[src/rtl/writeback_generator_pkg.sv]
// Shared types, widths and RV32I load encodings for the write-back stage.
package writeback_generator_pkg;

    localparam int unsigned DATA_W     = 32;
    localparam int unsigned REG_ADDR_W = 5;
    localparam int unsigned FUNCT3_W   = 3;
    localparam int unsigned OFF_W      = 2;
    localparam int unsigned BYTE_W     = 8;
    localparam int unsigned HALF_W     = 16;

    localparam logic ENABLE  = 1'b1;
    localparam logic DISABLE = 1'b0;

    // RV32I load funct3 codes; anything not listed behaves as LW.
    typedef enum logic [FUNCT3_W-1:0] {
        FUNCT3_LB  = 3'b000,
        FUNCT3_LH  = 3'b001,
        FUNCT3_LW  = 3'b010,
        FUNCT3_LBU = 3'b100,
        FUNCT3_LHU = 3'b101
    } load_funct3_e;

    // Register-file write presented to the register file and forwarding network.
    typedef struct packed {
        logic [DATA_W-1:0]     data;
        logic [REG_ADDR_W-1:0] rd;
        logic                  we;
    } wb_write_t;

    // Extend a byte to the datapath width; sign-extends when is_signed is set.
    function automatic logic [DATA_W-1:0] extend_byte(input logic [BYTE_W-1:0] value,
                                                      input logic              is_signed);
        logic fill;
        fill = is_signed & value[BYTE_W-1];
        return {{(DATA_W-BYTE_W){fill}}, value};
    endfunction

    // Extend a halfword to the datapath width; sign-extends when is_signed is set.
    function automatic logic [DATA_W-1:0] extend_half(input logic [HALF_W-1:0] value,
                                                      input logic              is_signed);
        logic fill;
        fill = is_signed & value[HALF_W-1];
        return {{(DATA_W-HALF_W){fill}}, value};
    endfunction

endpackage

[src/rtl/writeback_generator_load_extender.sv]
// Extracts and extends the loaded byte/half/word from an aligned memory word
// and flags addresses that are misaligned for the access width.
module writeback_generator_load_extender
    import writeback_generator_pkg::*;
(
    input  logic [DATA_W-1:0]   mem_r_data,
    input  logic [OFF_W-1:0]    off,
    input  logic [FUNCT3_W-1:0] load_funct3,
    output logic [DATA_W-1:0]   data,
    output logic                misaligned
);

    logic [BYTE_W-1:0] byte_sel;
    logic [HALF_W-1:0] half_sel;
    logic [DATA_W-1:0] data_raw;

    // Little-endian byte lane selection.
    always_comb begin
        byte_sel = mem_r_data[BYTE_W-1:0];
        case (off)
            2'd0:    byte_sel = mem_r_data[7:0];
            2'd1:    byte_sel = mem_r_data[15:8];
            2'd2:    byte_sel = mem_r_data[23:16];
            default: byte_sel = mem_r_data[31:24];
        endcase
    end

    // Halfword lane selection; off[0] only matters for alignment.
    always_comb begin
        half_sel = off[1] ? mem_r_data[31:16] : mem_r_data[15:0];
    end

    // Width decode, extension and alignment check.
    always_comb begin
        data_raw   = mem_r_data;
        misaligned = DISABLE;
        case (load_funct3)
            FUNCT3_LB:  data_raw = extend_byte(byte_sel, ENABLE);
            FUNCT3_LBU: data_raw = extend_byte(byte_sel, DISABLE);
            FUNCT3_LH: begin
                data_raw   = extend_half(half_sel, ENABLE);
                misaligned = off[0];
            end
            FUNCT3_LHU: begin
                data_raw   = extend_half(half_sel, DISABLE);
                misaligned = off[0];
            end
            default: begin
                data_raw   = mem_r_data;
                misaligned = (off != 2'd0);
            end
        endcase
    end

    // A misaligned load never produces data.
    always_comb begin
        data = misaligned ? '0 : data_raw;
    end

endmodule

[src/rtl/writeback_generator.sv]
// Write-back stage: selects ALU result or extended load data, qualifies the
// register-file write enable and registers the final write.
module writeback_generator
    import writeback_generator_pkg::*;
#(
    parameter int unsigned XLEN = 32
) (
    input  logic                  clk,
    input  logic                  rst,
    input  logic                  is_load,
    input  logic [XLEN-1:0]       mem_r_data,
    input  logic [XLEN-1:0]       alu_result,
    input  logic [FUNCT3_W-1:0]   load_funct3,
    input  logic [REG_ADDR_W-1:0] rd_addr,
    input  logic                  reg_we,
    output logic [XLEN-1:0]       writeback_data,
    output logic                  misaligned,
    output logic [XLEN-1:0]       wb_data_q,
    output logic [REG_ADDR_W-1:0] wb_rd_q,
    output logic                  wb_we_q
);

    logic [DATA_W-1:0] load_data;
    logic              load_misaligned;
    logic              we_eff;
    wb_write_t         wb_d;
    wb_write_t         wb_q;

    writeback_generator_load_extender u_load_extender (
        .mem_r_data  (mem_r_data),
        .off         (alu_result[OFF_W-1:0]),
        .load_funct3 (load_funct3),
        .data        (load_data),
        .misaligned  (load_misaligned)
    );

    // Result select; non-loads pass the ALU result through untouched.
    always_comb begin
        writeback_data = alu_result;
        misaligned     = DISABLE;
        if (is_load == ENABLE) begin
            writeback_data = load_data;
            misaligned     = load_misaligned;
        end
    end

    // Effective enable: drop misaligned loads and any write to x0.
    always_comb begin
        we_eff = reg_we & ~misaligned & (rd_addr != '0);
    end

    // Next write payload; data and rd load every cycle, we_eff qualifies them.
    always_comb begin
        wb_d      = '0;
        wb_d.data = writeback_data;
        wb_d.rd   = rd_addr;
        wb_d.we   = we_eff;
    end

    // Output register; reset drops any in-flight write.
    always_ff @(posedge clk or posedge rst) begin
        if (rst) begin
            wb_q <= '0;
        end else begin
            wb_q <= wb_d;
        end
    end

    // Registered outputs.
    always_comb begin
        wb_data_q = wb_q.data;
        wb_rd_q   = wb_q.rd;
        wb_we_q   = wb_q.we;
    end

endmodule

[config.mk]
export PLATFORM = sky130hd
export DESIGN_NAME = writeback_generator
export DESIGN_NICKNAME = d
export VERILOG_FILES = /design/src/rtl/writeback_generator_pkg.sv /design/src/rtl/writeback_generator_load_extender.sv /design/src/rtl/writeback_generator.sv
export SDC_FILE = /design/constraint.sdc
export NUM_CORES = 1
export LEC_CHECK = 0
export CAP_MARGIN = 20
export CORE_MARGIN = 10
export CORE_UTILIZATION = 35
export DETAILED_ROUTE_END_ITERATION = 10
export DONT_BUFFER_PORTS = 1
export MAX_ROUTING_LAYER = met4
export PLACE_DENSITY = 0.57
export RECOVER_POWER = 25
export SLEW_MARGIN = 20
export SYNTH_ARGS = -nofsm -noshare
export SYNTH_HDL_FRONTEND = slang
export SYNTH_HIERARCHICAL = 1
export SYNTH_SLANG_ARGS = --single-unit
export TNS_END_PERCENT = 30
[constraint.sdc]
create_clock -name clk -period 2.25 [get_ports clk]
set_input_delay 0.45 -clock clk [delete_from_list [all_inputs] [get_ports clk]]
set_output_delay 0.45 -clock clk [all_outputs]
set_load 0.01 [all_outputs]
==> results.sh <==
export IMPL_status="completed"
export IMPL_fin_crit_ps=2230
export IMPL_post_cts_buffers=0
export IMPL_hpwl_um=5980
export IMPL_async_flop_share_pct=100
export IMPL_ys_seq_area_share_pct=40.9
export IMPL_grt_max_degree=34
export IMPL_postRouteAntennaNets=0
export IMPL_crit_end="writeback_data[13]"
export IMPL_grt_pass1_wl_um=10400
export IMPL_cts_num_sinks=38
export IMPL_rows=29
export IMPL_ctsHoldBuffers=0
export IMPL_cts_clk_slew_worst_paths_ps=80
export IMPL_syn_avg_cell_area_um2=11.6
export IMPL_worst_slew_pin_slew_ps=1270
export IMPL_vdd_drop_max_v=0.000319
export IMPL_post_synth_top_area_cell="dfrtp_1"
export IMPL_drt_wl_total_um=7420
export IMPL_synth_edf_count=0
export IMPL_post_drt_via_cell_ratio=5.62
export IMPL_drt_first_iter_violations=100
export IMPL_grt_use_total_pct=13.7
export IMPL_drv_cap=0
export IMPL_synth_nets=277
export IMPL_startpoint_type="input pin"
export IMPL_rsz0062_at_grt="yes"
export IMPL_yosys_warnings=6
export IMPL_setup_viol=0
export IMPL_synthMostInstantiatedCell="dfrtp_1"
export IMPL_critPathKind="in -> out"
export IMPL_cp_end_kind="primary output"
export IMPL_p_leak_nw=1.09
export IMPL_synth_top_cell_area_share_pct=40.9
export IMPL_dieArea_um2=10300
export IMPL_fill_cells=618
export IMPL_grt_pass1_vias=1625
export IMPL_portBuffers=0
export IMPL_num_antenna_cells=0
export IMPL_power_mw=1.54
export IMPL_cp_startpoint="alu_result[1]"
export IMPL_cts_tree="built"
export IMPL_syn_inst=201
export IMPL_fmax_mhz=448
export IMPL_ys_ff_latch=38
export IMPL_die_w_um=102
export IMPL_route_detailed_drc=0
export IMPL_ys_top_cells_by_count="dfrtp_1 (38), mux2_4 (31), o21ai_0 (23)"
export IMPL_critPathRequiredTime_ps=1800
export IMPL_core_area_um2=6390
export IMPL_die_h_um=102
export IMPL_ios=147
export IMPL_ys_types=31
export IMPL_post_drt_wl_per_cell_um=27.2
export IMPL_slew_viol_final=0
export IMPL_start_util_pct=36.4
export IMPL_syn_cell_area_um2=2320
export IMPL_cts_root_buf="clkbuf_8"
export IMPL_antenna_found_initial=0
export IMPL_timing_hold_ws_ps=114
export IMPL_htreeDepth=2
export IMPL_numCtsBuffers=5
export IMPL_fin_nets=272
export IMPL_hp_class="in -> async"
export IMPL_place_gp_congestion=0.822
export IMPL_grt_overflow=0
export IMPL_synth_flop_cell="dfrtp_1"
export IMPL_syn_to_final_growth_pct=3.77
export IMPL_synthTopCellsByArea="dfrtp_1 (41%), mux2_4 (20%), o21ai_0 (5.0%), nor2b_1 (4.0%), nand2_1 (3.1%)"
export IMPL_hold_viol_final=0
export IMPL_place_area_um2=2340
export IMPL_worstPathMaxFanout=28
export IMPL_final_cell_area_um2=2410
export IMPL_dr_total_vias=1534
export IMPL_pwr_density_cell_nw_per_um2=637
export IMPL_period_share_pct=99.3
export IMPL_drt_pass1_iter_count=4
export IMPL_drive_gt1_share_pct=26.0
export IMPL_clk_path_buf_depth=2
export IMPL_slew_headroom_pct=15.6
export IMPL_cp_arrival_ps=1780
## flip-flops by register name, indices dropped and copies added, names as in the netlist
register,count
wb_data_q,32
wb_rd_q,5
wb_we_q,1
## critical path, stage by stage
cell and delay, ps:
mux2_2 350, a32o_2 300, o311a_1 380, mux2_4 300
## worst min-delay path by stage
stage | start | endpoint | slack [ps]
after floorplan | rd_addr[0] | wb_rd_q[0] | 480
after global placement | rst | wb_data_q[28] | 460
after detailed placement | rst | wb_data_q[28] | 480
after CTS | rst | wb_data_q[5] | 160
after global routing | rst | wb_data_q[2] | 160
final | rst | wb_data_q[2] | 110
## cell type report
type | count | area [um^2] | area share (%)
Clock buffer | 5 | 68.8 | 2.85
Clock inverter | 2 | 10.0 | 0.415
Inverter | 5 | 18.8 | 0.778
Multi-Input combinational cell | 142 | 1230 | 50.9
Sequential cell | 38 | 951 | 39.4
Tap cell | 77 | 96.3 | 3.99
Timing Repair Buffer | 4 | 38.8 | 1.61
## where the power goes
group,internal [mW],switching (mW),total [mW],leakage (nW)
Clock,0.208,0.234,0.442,0.0438
Sequential,0.740,0.0544,0.794,0.468
Combinational,0.156,0.144,0.300,0.578
## cell usage in the layout, fill, tap and decap left out, types with 2 or more instances in the layout
cell type,n
nor3_1,2
clkinv_2,2
o21ai_0,23
o311a_1,7
mux2_2,3
nand2_1,19
nor2b_1,15
clkbuf_8,5
mux2i_1,7
o22a_1,6
a32o_1,6
buf_4,2
a211oi_1,3
nor2_1,3
dfrtp_1,38
inv_1,5
mux2_4,31
nand2b_1,7
## cell families after synthesis
group | Yosys count | synth area share [%]
AOI/OAI and AO/OA | 51 | 16.1
and+or+nand+nor | 49 | 11.0
muxes | 42 | 25.5
DFF | 38 | 40.9
buffers and inverters | 21 | 6.51
## routing by layer
layer | track usage (%) | share of wire [%] | up-vias
li1 | - | - | 710
met1 | 15.2 | 37 | 715
met2 | 21.0 | 48 | 103
met3 | 7.01 | 14 | 6
met4 | 4.07 | 1.2 | 0
met5 | - | 0 | -
## metrics by stage
step                std cells  setup slack (ps)  utilization, %  setup TNS (ps)
detailed placement        266              14.1            36.7               0
global route              273             -20.0            37.8           -56.7
finish                    273              16.6            37.8               0
floorplan                 201             0.856               -               0
global placement          266              15.6            36.7               0
CTS                       273              12.9            37.9               0
## what timing repair did
item                                    CTS  global route
resized for setup                         0             1
hold endpoints to repair                  0             0
endpoints found under the setup margin    0            18
Power figures use the tool's default switching activity.
